## src/rtl/ysyx_25030093_pkg.sv

```systemverilog
// Shared types for the NPC writeback unit: FSM states and load funct3 codes.
package ysyx_25030093_pkg;

  typedef enum logic [1:0] {
    IDLE     = 2'd0,
    WAIT_MEM = 2'd1,
    WRITE    = 2'd2
  } wbu_state_e;

  localparam logic [2:0] LB  = 3'b000;
  localparam logic [2:0] LH  = 3'b001;
  localparam logic [2:0] LW  = 3'b010;
  localparam logic [2:0] LBU = 3'b100;
  localparam logic [2:0] LHU = 3'b101;

endpackage

```

## src/rtl/ysyx_25030093_loadext.sv

```systemverilog
// Load data extraction: picks the addressed byte/halfword of an aligned word
// and sign- or zero-extends it according to the load funct3.
module ysyx_25030093_loadext
  import ysyx_25030093_pkg::*;
(
  input  logic [31:0] rdata,
  input  logic [1:0]  off,
  input  logic [2:0]  ld_type,
  output logic [31:0] ext
);

  logic [7:0]  byte_sel;
  logic [15:0] half_sel;

  always_comb begin
    byte_sel = rdata[7:0];
    case (off)
      2'd0: byte_sel = rdata[7:0];
      2'd1: byte_sel = rdata[15:8];
      2'd2: byte_sel = rdata[23:16];
      2'd3: byte_sel = rdata[31:24];
      default: byte_sel = rdata[7:0];
    endcase
    // Halfword loads ignore off[0]; misaligned halfwords are not split.
    half_sel = off[1] ? rdata[31:16] : rdata[15:0];

    ext = rdata;
    case (ld_type)
      LB:      ext = {{24{byte_sel[7]}}, byte_sel};
      LH:      ext = {{16{half_sel[15]}}, half_sel};
      LW:      ext = rdata;
      LBU:     ext = {24'd0, byte_sel};
      LHU:     ext = {16'd0, half_sel};
      default: ext = rdata;
    endcase
  end

endmodule

```

## src/rtl/ysyx_25030093_wbu.sv

```systemverilog
// Writeback unit: retires one instruction at a time, waits for load data,
// and drives a one-cycle register-file write plus commit pulse.
module ysyx_25030093_wbu
  import ysyx_25030093_pkg::*;
#(
  parameter int ADDR_WIDTH = 5,
  parameter int DATA_WIDTH = 32
) (
  input  logic                  clk,
  input  logic                  rst_n,
  input  logic                  in_valid,
  output logic                  in_ready,
  input  logic [31:0]           in_pc,
  input  logic [ADDR_WIDTH-1:0] in_rd,
  input  logic                  in_rd_wen,
  input  logic                  in_is_load,
  input  logic [2:0]            in_ld_type,
  input  logic [DATA_WIDTH-1:0] in_alu_res,
  input  logic                  mem_rvalid,
  input  logic [31:0]           mem_rdata,
  output logic                  mem_rready,
  output logic                  rf_wen,
  output logic [ADDR_WIDTH-1:0] rf_waddr,
  output logic [DATA_WIDTH-1:0] rf_wdata,
  output logic                  commit_valid,
  output logic [31:0]           commit_pc
);

  wbu_state_e state, state_next;

  logic                  accept;
  logic                  load_done;
  logic [31:0]           ext_word;

  logic [31:0]           pend_pc;
  logic [ADDR_WIDTH-1:0] pend_rd;
  logic                  pend_wen;
  logic [2:0]            pend_ld_type;
  logic [1:0]            pend_off;

  logic [31:0]           out_pc;
  logic [ADDR_WIDTH-1:0] out_rd;
  logic                  out_wen;
  logic [DATA_WIDTH-1:0] out_data;

  assign accept    = in_valid & in_ready;
  assign load_done = (state == WAIT_MEM) & mem_rvalid;

  ysyx_25030093_loadext u_loadext (
    .rdata   (mem_rdata),
    .off     (pend_off),
    .ld_type (pend_ld_type),
    .ext     (ext_word)
  );

  always_ff @(posedge clk or negedge rst_n) begin
    if (!rst_n) state <= IDLE;
    else        state <= state_next;
  end

  always_comb begin
    state_next   = state;
    in_ready     = 1'b0;
    mem_rready   = 1'b0;
    rf_wen       = 1'b0;
    commit_valid = 1'b0;
    case (state)
      IDLE: begin
        in_ready = 1'b1;
        if (in_valid) state_next = in_is_load ? WAIT_MEM : WRITE;
      end
      WAIT_MEM: begin
        mem_rready = 1'b1;
        if (mem_rvalid) state_next = WRITE;
      end
      WRITE: begin
        in_ready     = 1'b1;
        rf_wen       = out_wen & (out_rd != '0);
        commit_valid = 1'b1;
        if (in_valid) state_next = in_is_load ? WAIT_MEM : WRITE;
        else          state_next = IDLE;
      end
      default: state_next = IDLE;
    endcase
  end

  // Pending regs hold a load while it waits; output regs change only on
  // entry to WRITE so the data outputs keep their last values elsewhere.
  always_ff @(posedge clk or negedge rst_n) begin
    if (!rst_n) begin
      pend_pc      <= '0;
      pend_rd      <= '0;
      pend_wen     <= 1'b0;
      pend_ld_type <= '0;
      pend_off     <= '0;
      out_pc       <= '0;
      out_rd       <= '0;
      out_wen      <= 1'b0;
      out_data     <= '0;
    end else if (accept) begin
      pend_pc      <= in_pc;
      pend_rd      <= in_rd;
      pend_wen     <= in_rd_wen;
      pend_ld_type <= in_ld_type;
      pend_off     <= in_alu_res[1:0];
      if (!in_is_load) begin
        out_pc   <= in_pc;
        out_rd   <= in_rd;
        out_wen  <= in_rd_wen;
        out_data <= in_alu_res;
      end
    end else if (load_done) begin
      out_pc   <= pend_pc;
      out_rd   <= pend_rd;
      out_wen  <= pend_wen;
      out_data <= ext_word;
    end
  end

  assign rf_waddr  = out_rd;
  assign rf_wdata  = out_data;
  assign commit_pc = out_pc;

endmodule
```

## config.mk

```make
export PLATFORM = sky130hd
export DESIGN_NAME = ysyx_25030093_wbu
export DESIGN_NICKNAME = d
export VERILOG_FILES = /design/src/rtl/ysyx_25030093_pkg.sv /design/src/rtl/ysyx_25030093_loadext.sv /design/src/rtl/ysyx_25030093_wbu.sv
export SDC_FILE = /design/constraint.sdc
export NUM_CORES = 1
export LEC_CHECK = 0
export CAP_MARGIN = 20
export CORE_MARGIN = 2
export CORE_UTILIZATION = 42
export CTS_BUF_LIST = sky130_fd_sc_hd__clkbuf_4
export CTS_CLUSTER_SIZE = 10
export DETAILED_ROUTE_END_ITERATION = 7
export PLACE_DENSITY_LB_ADDON = 0.12
export SETUP_SLACK_MARGIN = 0.02
export SYNTH_ARGS = -nofsm -noshare
export SYNTH_HDL_FRONTEND = slang
export SYNTH_SLANG_ARGS = --single-unit
```

## constraint.sdc

```tcl
create_clock -name clk -period 1.7 [get_ports clk]
set_input_delay 0.34 -clock clk [delete_from_list [all_inputs] [get_ports clk]]
set_output_delay 0.34 -clock clk [all_outputs]
set_load 0.02 [all_outputs]
```

==> flow_metrics.tcl <==
set metrics [dict create \
    first_global_vias 4851 \
    arrival_ns 1.48 \
    hold_slack_ns 0.293 \
    finalHoldViolations 0 \
    yosys_register_bits 115 \
    hp-class "in2async" \
    rsz0062_at_grt "true" \
    slew_violations 0 \
    crit_path_start_kind "flip-flop" \
    synth.net_count 620 \
    globalRouteOverflowTotal 0 \
    core_mm2 0.0121 \
    synth_top_cell_by_area "dfrtp_1" \
    vias_per_cell 5.21 \
    leakagePower_uw 0.00399 \
    die_h_um 116 \
    met1_usage 0.309 \
    finalCritPeriodShare 1.07 \
    n_antenna_cell 0 \
    grt_pass1_wl_mm 24.7 \
    clkTransAtPathRegs_ns 0.11 \
    postRouteAntennaNets 0 \
    layout_setup_ws_ns -0.118 \
    setup.worst_path.end_class "output port" \
    start_util 0.434 \
    fmax_mhz 550 \
    cap_violations 0 \
    worstPathRequired_ns 1.36 \
    grt_max_degree 47 \
    num_rows 40 \
    violations "setup timing" \
    ios 183 \
    cts_buffers 17 \
    vias 4901 \
    status "complete, but fails checks" \
    worst_slew_margin_rel 0.626 \
    cts_sinks 115 \
    worstMarginPinSlew_ns 0.561 \
    p_per_area_mw_per_mm2 1070 \
    port_buffers 182 \
    use_met3 0.0643 \
    syn_area_per_cell_um2 10.3 \
    dieWidth_um 116 \
    path_class "reg2out" \
    die-area_mm2 0.0134 \
    utilization 0.732 \
    yosys_warnings 0 \
    cts_tree "done" \
    crit_path_max_fanout 2 \
    area_growth_pct 68.7 \
    antenna_found_initial 0 \
    ir_drop_mv 0.742 \
    grtUsageTotal 0.244 \
    cts_root_buffer "clkbuf_4" \
    drc_errors 0 \
    nets 871 \
    period_minus_slack_ns 1.82 \
    grt.busiest_layer "met2" \
    drtIter0Drc 346 \
    gp_congestion 0.884 \
    postSynthCellCount 510 \
    worstSkewPairLatency_ns 0.52 \
    postRouteWirelength_mm 17.8 \
    dp_hpwl_mm 11.3 \
    timing.clock.skew_ns 0.0161 \
    cts_max_path_buffers 2 \
    yosys.area.top_type_share 0.548 \
    synthTopCellsByArea "dfrtp_1, nor2_1, mux2_1" \
    ys_seq_area_frac 0.548 \
    synth_cell_types 39 \
    dr.pass1.iters 5 \
    synth_area_mm2 0.00526 \
    use_met2 0.403 \
    drive_gt1_frac 0.335 \
    wl_per_cell_um 18.9 \
    cts-htree-levels 4 \
    finalSetupViolCount 33 \
]
-- power by group --
group          internal, uW  leakage (uW)  switching (uW)
sequential             3410       0.00134             379
combinational          1970       0.00253            2120
clock                   577      0.000125            1040
-- worst paths after layout --
kind	cells past startpoint	to	start	slack, ns
max	5	rf_wen	state[1]	-0.12
min	2	pend_pc[5]	rst_n	0.29
max reg2reg	8	rf_wdata[4]	state[0]	-0.08
min reg2reg	2	rf_wdata[7]	rf_wdata[7]	0.49
max in group asynchronous	3	pend_off[0]	rst_n	0.83
min in group clk	3	pend_ld_type[1]	in_ld_type[1]	0.40
-- worst max-delay path, cell delays in order, from the launching register on --
cell and delay (ns):
dfrtp_1 0.39, buf_6 0.11, nor2b_4 0.15, nand2_2 0.06
a21oi_2 0.12, buf_6 0.13
-- cell usage after synthesis, drive strengths merged --
| cell | instances |
|---|---|
| a2111oi | 1 |
| a211o | 16 |
| a21oi | 22 |
| a221oi | 4 |
| a22o | 7 |
| a22oi | 1 |
| a2bb2oi | 7 |
| a41oi | 2 |
| and3 | 4 |
| and3b | 1 |
| buf | 19 |
| clkbuf | 18 |
| dfrtp | 115 |
| inv | 9 |
| mux2 | 41 |
| mux4 | 7 |
| nand2 | 46 |
| nand2b | 2 |
| nand3 | 18 |
| nand3b | 9 |
| nor2 | 126 |
| nor2b | 5 |
| nor3 | 3 |
| o211a | 1 |
| o211ai | 1 |
| o21a | 1 |
| o21ai | 19 |
| o221a | 1 |
| o311ai | 1 |
| o31ai | 1 |
| or3 | 2 |
-- cell usage in the layout (no fill, tap or decap), types with 9 or more instances in the layout --
cell type	count
a211o_1	16
a21oi_1	10
a21oi_2	12
buf_12	17
buf_4	51
buf_6	12
clkbuf_4	19
clkdlybuf4s50_1	108
dfrtp_1	115
dlygate4sd2_1	66
mux2_4	39
nand2_1	41
nand3_2	9
nand3b_1	9
nor2_1	89
nor2_2	27
nor2_4	10
o21ai_0	16
-- timing repair --
item / CTS / global route
buffers inserted: 9 / 5
pin swaps: 19 / 60
hold buffers: 1 / 0
gates resized for setup: 129 / 140
gates cloned: 2 / 8
endpoints found under the setup margin: 102 / 78
endpoints found under the hold margin: 29 / 0
-- sequential cells by signal, summed over array words and instances (netlist names) --
name and flops:
commit_pc 32, pend_pc 32, rf_wdata 32, pend_rd 5, rf_waddr 5, pend_ld_type 3, pend_off 2, state 2
out_wen 1, pend_wen 1
-- per-layer routing --
layer,share of wire,vias up
li1,-,2262
met1,0.41,2440
met2,0.51,179
met3,0.074,20
met5,0,-
met4,0.014,0
-- stage by stage --
stage | TNS [ns] | cells | total power [uW] | setup WS [ns] | instance area (um^2)
4_1_cts | -0.827 | 928 | 9050 | -0.149 | 8170
6_report | -0.933 | 940 | 9500 | -0.118 | 8860
3_5_place_dp | -26.19 | 886 | 7620 | -0.712 | 7750
2_1_floorplan | 0 | 510 | 5610 | 0.0253 | 5260
3_3_place_gp | -25.81 | 886 | 7520 | -0.686 | 7750
5_1_grt | -4.22 | 940 | 10000 | -0.212 | 8860
-- area by class of cell --
cell class / count / area [um^2]
Clock inverter: 11 / 67.6
Clock buffer: 19 / 143
Tap cell: 168 / 210
Inverter: 9 / 38.8
Fill cell: 926 / 3250
Multi-Input combinational cell: 349 / 2720
Sequential cell: 115 / 2880
Timing Repair Buffer: 269 / 2810
-- logic make-up (layout without fill, tap and decap cells) --
kind of cell	after synthesis	in the layout	share of synthesized area
DFF	115	115	0.548
AOI/OAI and AO/OA	85	85	0.121
and+or+nand+nor	216	216	0.174
buffers and inverters	46	308	0.0388
muxes	48	48	0.118
Note: power is estimated with default switching activity, not from simulation.
